<file path="src/rtl/mips_ctrl_pkg.sv">
// Shared constants for the MIPS pipeline control slice: FSM state encoding,
// register-address width and the SPECIAL-opcode functs for the HI/LO unit.
package mips_ctrl_pkg;

    localparam logic ST_RUN    = 1'b0;
    localparam logic ST_MULDIV = 1'b1;

    localparam int REG_ADDR_W = 5;

    // Wide enough for MULDIV_LATENCY-1 over the whole legal 1..15 range.
    localparam int LAT_CNT_W = 4;

    localparam logic [5:0] OP_SPECIAL = 6'h00;
    localparam logic [5:0] FN_MFHI    = 6'h10;
    localparam logic [5:0] FN_MFLO    = 6'h12;
    localparam logic [5:0] FN_MULT    = 6'h18;
    localparam logic [5:0] FN_MULTU   = 6'h19;
    localparam logic [5:0] FN_DIV     = 6'h1A;
    localparam logic [5:0] FN_DIVU    = 6'h1B;

    // Decoder helper: SPECIAL funct that starts the mult/div unit.
    function automatic logic is_muldiv_funct(input logic [5:0] funct);
        return (funct == FN_MULT) || (funct == FN_MULTU) ||
               (funct == FN_DIV)  || (funct == FN_DIVU);
    endfunction

    // Decoder helper: SPECIAL funct that reads HI or LO.
    function automatic logic is_hilo_read_funct(input logic [5:0] funct);
        return (funct == FN_MFHI) || (funct == FN_MFLO);
    endfunction

endpackage

</file>
<file path="src/rtl/stall_perf_counter.sv">
// Saturating performance counter of pipeline stall cycles.
// Clear wins over increment; the count sticks at all-ones.
module stall_perf_counter #(
    parameter int CNT_W = 16
) (
    input  logic             clk,
    input  logic             reset,
    input  logic             inc,
    input  logic             clr,
    output logic [CNT_W-1:0] count
);

    logic [CNT_W-1:0] r_count;

    // Count bubble cycles, hold at saturation, synchronous clear first.
    always_ff @(posedge clk or posedge reset) begin
        if (reset) begin
            r_count <= '0;
        end else if (clr) begin
            r_count <= '0;
        end else if (inc && (r_count != {CNT_W{1'b1}})) begin
            r_count <= r_count + 1'b1;
        end
    end

    assign count = r_count;

endmodule

</file>
<file path="src/rtl/hazard_stall_controller.sv">
// Pipeline sequencing controller for the 5-stage MIPS core.
// Inserts load-use bubbles, flushes IF/ID on taken branches/jumps,
// sequences the multi-cycle mult/div unit and counts stall cycles.
//
// state  | meaning
// -------+-----------------------------------------------------------
// RUN    | HI/LO idle, result valid; mult/div may be issued from ID
// MULDIV | mult/div in flight; HI/LO readers and new mult/div stall
module hazard_stall_controller
    import mips_ctrl_pkg::*;
#(
    parameter int MULDIV_LATENCY = 4,
    parameter int CNT_W          = 16
) (
    input  logic                  clk,
    input  logic                  reset,
    input  logic                  IDEX_MemRead,
    input  logic [REG_ADDR_W-1:0] IDEX_Rt,
    input  logic [REG_ADDR_W-1:0] IFID_Rs,
    input  logic [REG_ADDR_W-1:0] IFID_Rt,
    input  logic                  IFID_UsesRt,
    input  logic                  IFID_ReadsHiLo,
    input  logic                  MulDiv_Start,
    input  logic                  Branch_Taken,
    input  logic                  Jump,
    input  logic                  Stall_Clear,
    output logic                  PC_Write,
    output logic                  IFID_Write,
    output logic                  IFID_Flush,
    output logic                  IDEX_Bubble,
    output logic                  MulDiv_Busy,
    output logic                  HiLo_Valid,
    output logic [CNT_W-1:0]      Stall_Count
);

    localparam logic [LAT_CNT_W-1:0] LAT_LOAD = LAT_CNT_W'(MULDIV_LATENCY - 1);

    logic                 r_state;
    logic                 w_next_state;
    logic [LAT_CNT_W-1:0] r_remain;
    logic [LAT_CNT_W-1:0] w_next_remain;
    logic                 r_hilo_valid;

    logic w_lu;
    logic w_hl;
    logic w_stall;
    logic w_flush;
    logic w_issue;

    // Load-use that forwarding cannot cover; $0 is never a real dependency.
    assign w_lu = IDEX_MemRead && (IDEX_Rt != '0) &&
                  ((IDEX_Rt == IFID_Rs) || (IFID_UsesRt && (IDEX_Rt == IFID_Rt)));

    // HI/LO is unusable while the unit is busy, for readers and new starts alike.
    assign w_hl = (r_state == ST_MULDIV) && (IFID_ReadsHiLo || MulDiv_Start);

    assign w_stall = w_lu || w_hl;

    // Branch/jump operands are stale during a stall, so the redirect waits.
    assign w_flush = !w_stall && (Branch_Taken || Jump);

    // A start that is stalled or flushed away is simply not issued.
    assign w_issue = (r_state == ST_RUN) && MulDiv_Start && !w_stall && !w_flush;

    // State register, latency down-counter and registered HI/LO valid flag.
    always_ff @(posedge clk or posedge reset) begin
        if (reset) begin
            r_state      <= ST_RUN;
            r_remain     <= '0;
            r_hilo_valid <= 1'b1;
        end else begin
            r_state      <= w_next_state;
            r_remain     <= w_next_remain;
            r_hilo_valid <= (w_next_state == ST_RUN);
        end
    end

    // Next-state: issue loads the latency, MULDIV counts down to terminal zero.
    always_comb begin
        w_next_state  = r_state;
        w_next_remain = r_remain;
        case (r_state)
            ST_RUN: begin
                if (w_issue) begin
                    w_next_state  = ST_MULDIV;
                    w_next_remain = LAT_LOAD;
                end
            end
            ST_MULDIV: begin
                if (r_remain == '0) begin
                    w_next_state = ST_RUN;
                end else begin
                    w_next_remain = r_remain - 1'b1;
                end
            end
            default: begin
                w_next_state  = ST_RUN;
                w_next_remain = '0;
            end
        endcase
    end

    // Pipeline control outputs; all purely combinational on state and inputs.
    always_comb begin
        PC_Write    = 1'b1;
        IFID_Write  = 1'b1;
        IFID_Flush  = 1'b0;
        IDEX_Bubble = 1'b0;
        MulDiv_Busy = (r_state == ST_MULDIV);
        if (w_stall) begin
            PC_Write    = 1'b0;
            IFID_Write  = 1'b0;
            IDEX_Bubble = 1'b1;
        end else if (w_flush) begin
            IFID_Flush  = 1'b1;
        end
    end

    assign HiLo_Valid = r_hilo_valid;

    stall_perf_counter #(
        .CNT_W (CNT_W)
    ) u_stall_perf_counter (
        .clk   (clk),
        .reset (reset),
        .inc   (IDEX_Bubble),
        .clr   (Stall_Clear),
        .count (Stall_Count)
    );

endmodule

</file>
<file path="config.mk">
export PLATFORM = sky130hd
export DESIGN_NAME = hazard_stall_controller
export DESIGN_NICKNAME = d
export VERILOG_FILES = /design/src/rtl/mips_ctrl_pkg.sv /design/src/rtl/stall_perf_counter.sv /design/src/rtl/hazard_stall_controller.sv
export SDC_FILE = /design/constraint.sdc
export NUM_CORES = 1
export LEC_CHECK = 0
export BUFFER_PORTS_ARGS = -buffer_cell sky130_fd_sc_hd__buf_2
export CORE_UTILIZATION = 41
export DETAILED_ROUTE_END_ITERATION = 8
export PLACE_DENSITY = 0.73
export SLEW_MARGIN = 20
export SYNTH_ARGS = -nofsm -noshare
export SYNTH_HDL_FRONTEND = slang
export SYNTH_HIERARCHICAL = 1
export SYNTH_SLANG_ARGS = --single-unit
</file>
<file path="constraint.sdc">
create_clock -name clk -period 2.59 [get_ports clk]
set_clock_uncertainty 0.2 [all_clocks]
set_input_delay 0 -clock clk [delete_from_list [all_inputs] [get_ports clk]]
set_output_delay 0 -clock clk [all_outputs]
set_load 0.1 [all_outputs]
</file>
# ---- Word-level counts from Yosys, hierarchy flattened
# Index checks and enable logic that the tools add are counted.
# W data, S select, Z words.
dict set report totals {
  output_inout_bits 22
  in_bits 24
  register_bits 22
}
dict set report op_classes {
  n_bitwise 2
  addsub 2
  n_mux 12
  n_reduce_logical 19
  n_eq_ne 5
}
# op n
set ops {}
lappend ops {{$mux W16} 2}
lappend ops {{$add A16 B1 Y16 const B} 1}
lappend ops {{$ne A16 B16 Y1 const B} 1}
lappend ops {{$eq A5 B5 Y1} 2}
lappend ops {{$logic_and A1 B1 Y1} 9}
lappend ops {{$mux W4} 2}
lappend ops {{$pmux W4 S2} 1}
lappend ops {{$mux W1} 6}
lappend ops {{$reduce_bool A5 Y1} 1}
lappend ops {{$logic_not A4 Y1} 1}
lappend ops {{$logic_or A1 B1 Y1} 4}
lappend ops {{$ne A2 B2 Y1 const B} 2}
lappend ops {{$sub A4 B1 Y4 const B} 1}
lappend ops {{$logic_not A1 Y1} 2}
lappend ops {{$not A1 Y1} 2}
lappend ops {{$pmux W1 S2} 1}
lappend ops {{$reduce_and A2 Y1} 1}
lappend ops {{$reduce_bool A2 Y1} 1}

# ---- Longest topological paths before layout
# Gate-level depths: netlist of run 1.
dict set report depth {
  depth_word 12
  ltp_mapped 9
}

# ---- Cells and area by module
# The synthesis of run 1 kept the hierarchy.
# module seq_area_each_um2 cells_each area_each_um2 instances
set by_module_without_submodules {}
lappend by_module_without_submodules {stall_perf_counter 400.4 101 932.1 1}
lappend by_module_without_submodules {hazard_stall_controller 151.4 53 489.2 1}

# ---- Worst setup path before layout of run 1
# OpenSTA, ideal clock, no wires.
dict set report synth_timing {
  path_kind {input port to output port}
  from {input IDEX_Rt[3]}
  to {output PC_Write}
  arrival_time_ns 4.760
  path_stages 6
  setup_slack_ns -2.370
  path_cell_list {xor2_1 -> nor4_1 -> a32oi_1 -> o21ai_0 -> inv_1 -> buf_4}
}
dict set report synth_via {
  elab_chain_cells 6
  word_cells_on_any_way 9
  cone_classes {eq/ne: 2; mux: 1; reduce/logical: 6}
}
# element line
set synth_lines {}
lappend synth_lines {{from (decl)} hazard_stall_controller.sv:18} ;# input logic [REG_ADDR_W-1:0] IDEX_Rt,
lappend synth_lines {{$eq A5 B5 Y1} hazard_stall_controller.sv:52} ;# ((IDEX_Rt == IFID_Rs) || (IFID_UsesRt && (IDEX_Rt == IFID_Rt)));
lappend synth_lines {{$logic_and A1 B1 Y1} hazard_stall_controller.sv:52}
lappend synth_lines {{$logic_or A1 B1 Y1} hazard_stall_controller.sv:52}
lappend synth_lines {{$logic_and A1 B1 Y1 (*)} hazard_stall_controller.sv:51} ;# assign w_lu = IDEX_MemRead && (IDEX_Rt != '0) &&
lappend synth_lines {{$logic_or A1 B1 Y1 (*)} hazard_stall_controller.sv:57} ;# assign w_stall = w_lu || w_hl;
lappend synth_lines {{$mux W1 (*)} --}
lappend synth_lines {{to (decl)} hazard_stall_controller.sv:27} ;# output logic PC_Write,
# Every way passes the cells marked *; elsewhere a longest branch is shown, timed or not.

# ---- Final worst setup path of run 1
dict set report layout_timing {
  from {input IDEX_Rt[3]}
  to {register u_stall_perf_counter.r_count[12] (netlist: u_stall_perf_counter/count[12])}
}
dict set report layout_via {
  elab_chain_cells 8
  word_cells_on_any_way 11
  cone_classes {eq/ne: 2; mux: 1; reduce/logical: 8}
}
# element line
set layout_lines {}
lappend layout_lines {{$eq A5 B5 Y1} hazard_stall_controller.sv:52}
lappend layout_lines {{$logic_and A1 B1 Y1} hazard_stall_controller.sv:52}
lappend layout_lines {{$logic_or A1 B1 Y1} hazard_stall_controller.sv:52}
lappend layout_lines {{$logic_and A1 B1 Y1 (*)} hazard_stall_controller.sv:51}
lappend layout_lines {{$logic_or A1 B1 Y1 (*)} hazard_stall_controller.sv:57}
lappend layout_lines {{$mux W1 (*)} hazard_stall_controller.sv:110} ;# if (w_stall) begin
lappend layout_lines {{$logic_and A1 B1 Y1 (*)} stall_perf_counter.sv:21} ;# end else if (inc && (r_count != {CNT_W{1'b1}})) begin
lappend layout_lines {{$reduce_bool A2 Y1 (no line) (*)} --}
lappend layout_lines {{to (signal assigned)} stall_perf_counter.sv:22} ;# r_count <= r_count + 1'b1;
lappend layout_lines {{to (decl)} stall_perf_counter.sv:13} ;# logic [CNT_W-1:0] r_count;
# Marks and branches as above.
# A chain may end at the register's enable or synchronous reset.

==> results.json, run 1 <==
{
  "die_area_sq_um": 3706,
  "grt_use_total_pct": 18.62,
  "post_drt_wl_per_cell_microns": 12.75,
  "design.portCount": 46,
  "post-route-util_pct": 54.56,
  "clockBufferDepth": 2,
  "clock_latency_ns": 0.30,
  "hold_viol_final": 0,
  "fmax_mhz": 458.7,
  "grt_overflow": 0,
  "crit_path_max_fanout": 10,
  "initial_utilization_pct": 42.59,
  "synthCells": 154,
  "setup_viol": 0,
  "ys.flop_type": "dfrtp_1",
  "cts.clk_slew.worst_paths_ns": 0.11,
  "power.density_nw_per_um2": 761.0,
  "slew_headroom_pct": 59.09,
  "fin_crit_sh_pct": 84.18,
  "critPathBufInv": 2,
  "synth_area_sq_um": 1421,
  "syn_avg_cell_area_sq_um": 9.230,
  "worst_ep_required_time_ns": 2.62,
  "wl_met1_microns": 1464,
  "slew_viol_final": 0,
  "multi_input_area_sq_um": 834.6,
  "ff_latch_area_sq_um": 560.5,
  "met3_length_microns": 98,
  "cp-startpoint": "IDEX_Rt[3]",
  "antenna_cells": 0,
  "cts-htree-levels": 1,
  "wl_met2_microns": 1632,
  "clkSinkCount": 22,
  "reg2reg_depth": 7,
  "worstReg2RegStart": "MulDiv_Busy",
  "fill_cells": 335,
  "fin_ws_ns": 0.4097,
  "grt_max_degree": 20,
  "wirelength_microns": 3214,
  "firstDrtPassIters": 4,
  "vdd_drop_max_mv": 0.6481,
  "port_buffers": 45,
  "cp-endpoint": "u_stall_perf_counter/count[12]",
  "grt_pass1_vias": 1138,
  "cts-resized-gates": 0,
  "cts_root_buf": "clkbuf_4",
  "path_cells": "buf_2 > xor2_1 > nor4_1 > a32oi_2 > o21ai_4 > buf_4 > nand3_1 > or4_1 > or3_1 > a21oi_1",
  "critPathKind": "input port to flop",
  "grt_pass1_wl_microns": 5154,
  "async_flop_share_pct": 100.0,
  "place.gp.congestion": 0.8127,
  "final_cell_mix": "45 x buf_2, 16 x dfrtp_1, 15 x a21oi_1",
  "critPathMaxStageDelay_ns": 0.42,
  "final_common_cell": "buf_2",
  "vias_per_cell": 5.313,
  "drcViolationCount": 0,
  "grt_antenna_before_repair": 0,
  "ys_types": 39,
  "critPathLaunchType": "input port",
  "synth_edf_count": 0,
  "syn_nets": 181,
  "ys_ff_latch": 22,
  "reg2reg_to": "u_stall_perf_counter/count[12]",
  "cts_buffers": 3,
  "nNetsFinal": 234,
  "area_growth_pct": 28.08,
  "post_cts_buffers": 0,
  "num_vias": 1339,
  "drv_cap": 0,
  "cp_top_family": "simple AND/OR/NAND/NOR gates",
  "postRouteAntennaNets": 0,
  "crit_cells": 10,
  "crit_arrival_ns": 2.21,
  "tritoncts": "built",
  "ys_warn_count": 6,
  "reg2reg_slack_ns": 0.44,
  "endpoint_kind": "flop",
  "die_h_microns": 60.88,
  "ys_seq_area_share_pct": 38.82,
  "slowest_stage": "or4_1",
  "fin_crit_ns": 2.180,
  "finalSetupTns_ns": 0,
  "status": "finished, final reports clean",
  "worst_pin_slew_ns": 0.6129,
  "place_ws_ns": 0.1253,
  "rsz0062_at_grt": "false",
  "top_layer_used": "met4",
  "drive_above_1_share_pct": 33.98,
  "die_w_microns": 60.88,
  "dp_hpwl_microns": 2427,
  "drtIter0Drc": 63,
  "core_area_sq_um": 3337,
  "rows": 21,
  "hold_class": "input port to flop",
  "p_leak_nw": 0.7897
}
routing by layer:
| metal | vias up | track usage [%] |
|---|---|---|
| met4 | 0 | 3.571 |
| li1 | 678 | - |
| met2 | 25 | 31.40 |
| met5 | - | 0 |
| met3 | 2 | 4.051 |
| met1 | 634 | 24.74 |
repair_timing:
item / in CTS / in global routing
hold endpoints to repair: 42 / 0
hold buffers: 5 / 0
endpoints found under the setup margin: 0 / 0
report_power, final:
| part | total, mW | internal (mW) | switching (mW) |
|---|---|---|---|
| Sequential | 0.472 | 0.410 | 0.0615 |
| Clock | 0.186 | 0.0858 | 0.100 |
| Combinational | 0.728 | 0.178 | 0.550 |
sequential cells by signal, summed over array words and instances (netlist names):
signal	cells
r_remain	4
u_stall_perf_counter/count	16
HiLo_Valid	1
MulDiv_Busy	1
kinds of logic (layout without fill, tap and decap cells):
logic type      after synthesis  count (layout)  synth area share (%)
mux                           4               4                 2.993
compound gates               36              36                 17.43
flops                        22              22                 38.82
xor+xnor                     10              10                 6.162
fa+ha+maj                     3               3                 2.641
buf+inv                      14              66                 4.665
simple gates                 65              65                 27.29
synthesized netlist by cell type, types with 4 or more instances:
library cell | number | area share (%)
dfrtp_1 | 21 | 37
a21oi_1 | 15 | 5.3
inv_1 | 9 | 2.4
nand2_1 | 9 | 2.4
xor2_1 | 9 | 5.5
nor2_1 | 8 | 2.1
nand3_1 | 7 | 2.5
o21ai_0 | 7 | 2.5
nor3_1 | 6 | 2.1
o31ai_1 | 6 | 3.2
or3_1 | 6 | 2.6
or4_1 | 6 | 3.2
nand4_1 | 4 | 1.8
nor2b_1 | 4 | 1.8
nor4_1 | 4 | 1.8
worst min-delay path, stage by stage:
cell,delay [ns]
buf_2,0.11
o21ai_4,0.08
o21ai_4,0.07
nand3_4,0.11
or4_2,0.11
a21oi_1,0.05
worst min path at each step:
| stage | start | to | depth (start not counted) |
|---|---|---|---|
| global route | IDEX_MemRead | u_stall_perf_counter/count[7] | 6 |
| global placement | reset | r_remain[2] | 2 |
| CTS | IDEX_MemRead | u_stall_perf_counter/count[7] | 6 |
| floorplan | reset | r_remain[0] | 1 |
| finish | IDEX_MemRead | u_stall_perf_counter/count[7] | 6 |
| detailed placement | reset | r_remain[2] | 2 |
through the flow:
stage	instances	hold slack [ns]	power [mW]	cell area, sq um
6_report	252	0.06084	1.385	1821
5_1_grt	252	0.07587	1.463	1821
4_1_cts	252	0.05408	1.395	1821
3_5_place_dp	243	-0.2718	1.202	1734
3_3_place_gp	243	-0.2635	1.196	1734
2_1_floorplan	154	-0.4097	1.079	1470
layout make-up:
class / count / share of cell area [%]
timing repair buffer: 53 / 16.36
sequential: 22 / 30.79
inverter: 9 / 1.856
tap: 46 / 3.162
clock buffer: 4 / 1.993
multi-input combinational: 118 / 45.84
No activity file was read; power rests on OpenSTA's default activity.
==> inputs of run 2 (changes only) <==
clock period = 2.1 ns   (was 2.59 ns; I/O delays follow)
==> run 2 against run 1 <==
Compared with the run above: first-iteration DRC count fell by 13%; power is 38% higher; global-route usage up 1.7 points; routed wire length up 12%; non-clock buffer count rose by 22; sequential cell count unchanged; sequential share of layout area decreased by 3.2 points; critical path depth shrank 1.
==> results.json, run 2 (same netlist as run 1, synthesis figures left out) <==
{
  "reg2reg_depth": 4,
  "netSwitchingFraction_pct": 48.65,
  "port_buffers": 45,
  "vias_per_cell": 5.274,
  "hold_viol_final": 0,
  "grt_overflow": 0,
  "pwr-share-comb_pct": 60.0,
  "grt_pass1_vias": 1292,
  "slew_headroom_pct": 57.14,
  "hold_class": "input port to flop",
  "place_ws_ns": -0.2946,
  "place_area_sq_um": 1949,
  "cts_root_buf": "clkbuf_4",
  "cts-htree-levels": 1,
  "crit_arrival_ns": 2.08,
  "dp_hpwl_microns": 2610,
  "vdd_drop_max_mv": 0.6581,
  "grt_pass1_wl_microns": 5609,
  "drtIter0Drc": 55,
  "critPathKind": "input port to flop",
  "reg2reg_slack_ns": 0.12,
  "reg2reg_to": "u_stall_perf_counter/count[13]",
  "post_drt_wl_per_cell_microns": 13.12,
  "fmax_mhz": 494.6,
  "grt_use_total_pct": 20.30,
  "place.gp.congestion": 0.7822,
  "p_leak_nw": 0.9004,
  "cp-endpoint": "u_stall_perf_counter/count[13]",
  "critPathLaunchType": "input port",
  "p_int_mw": 0.9840,
  "rows": 21,
  "p_sw_mw": 0.9324,
  "wirelength_microns": 3595,
  "area_growth_pct": 47.27,
  "nNetsFinal": 256,
  "largest_reg_flops": 16,
  "crit_path_max_fanout": 5,
  "cts.clk_slew.worst_paths_ns": 0.13,
  "num_vias": 1445,
  "fin_ws_ns": 0.07805,
  "design.portCount": 46,
  "die_area_sq_um": 3706,
  "die_h_microns": 60.88,
  "clockPowerShare_pct": 10.6,
  "die_w_microns": 60.88,
  "final_cell_mix": "40 x buf_2, 23 x buf_4, 14 x a21oi_1",
  "worstReg2RegStart": "u_stall_perf_counter/count[2]",
  "initial_utilization_pct": 42.59,
  "worst_pin_slew_ns": 0.6423,
  "slew_viol_final": 0,
  "cp-startpoint": "IDEX_Rt[1]",
  "clkSinkCount": 22,
  "status": "finished, final reports clean",
  "endpoint_kind": "flop",
  "whs_ns": 0.08332,
  "fin_crit_ns": 2.022,
  "grt_antenna_before_repair": 0,
  "power.density_nw_per_um2": 915.5,
  "antenna_cells": 0,
  "grt_max_degree": 20,
  "clock_latency_ns": 0.31,
  "setup_viol": 0,
  "p_seq_share_pct": 29.4,
  "drv_cap": 0,
  "firstDrtPassIters": 4,
  "drcViolationCount": 0,
  "drive_above_1_share_pct": 46.93,
  "final_common_cell": "buf_2",
  "finalInstanceArea_sq_um": 2093,
  "cts_buffers": 3,
  "clockBufferDepth": 2,
  "postRouteAntennaNets": 0,
  "tritoncts": "built",
  "worst_ep_required_time_ns": 2.15,
  "fin_crit_sh_pct": 96.28,
  "core_area_sq_um": 3337
}
[run 2: how the worst min path moves through the flow]
stage | endpoint | cells past startpoint | from
2_1_floorplan | r_remain[0] | 1 | reset
3_3_place_gp | r_remain[0] | 2 | reset
3_5_place_dp | r_remain[0] | 2 | reset
4_1_cts | r_remain[1] | 5 | IDEX_MemRead
5_1_grt | r_remain[1] | 5 | IDEX_MemRead
6_report | r_remain[1] | 5 | IDEX_MemRead
[run 2: area by class of cell]
type / instances / area [sq um]
Fill cell: 298 / 1244
Multi-Input combinational cell: 118 / 863.3
Sequential cell: 22 / 578.1
Timing Repair Buffer: 75 / 534.3
Tap cell: 46 / 57.56
Inverter: 9 / 33.78
Clock buffer: 4 / 26.28
[run 2: per-stage QoR]
| step | std cells | total power, mW | TNS [ns] | utilization (%) |
|---|---|---|---|---|
| final | 274 | 1.916 | 0 | 62.73 |
| after global routing | 274 | 2.023 | -0.007953 | 62.73 |
| after CTS | 272 | 1.883 | 0 | 61.30 |
| after detailed placement | 261 | 1.656 | -2.021 | 58.42 |
| after global placement | 261 | 1.642 | -1.787 | 58.42 |
| after floorplan | 154 | 1.339 | -8.311 | - |
[run 2: routing by layer]
metal	track usage, %	vias up	wire length (microns)
met5	0	-	0
met2	35.01	28	1838
met3	2.772	4	122
met4	5.844	0	44
met1	26.56	693	1589
li1	-	720	-
[run 2: timing repair]
item                                    in CTS  in global routing
endpoints found under the hold margin       43                  0
gates resized for setup                      0                 10
hold buffers                                 7                  0
buffers inserted                             0                  2
endpoints found under the setup margin       0                  4
[run 2: power groups by stage]
stage               Combinational, mW  Clock, mW  Sequential, mW
finish                           1.15      0.204           0.563
global route                     1.22      0.227           0.571
CTS                              1.12      0.206           0.558
detailed placement               1.09          0           0.566
global placement                 1.08          0           0.563
floorplan                       0.528          0           0.810
[run 2: worst max-delay path, stage by stage]
cell and delay, ns:
buf_2 0.12, xor2_1 0.17, nor4_2 0.29, a32oi_2 0.18, o21ai_4 0.23, nand3_4 0.09
or4_4 0.44, or4_4 0.43, a21oi_2 0.12
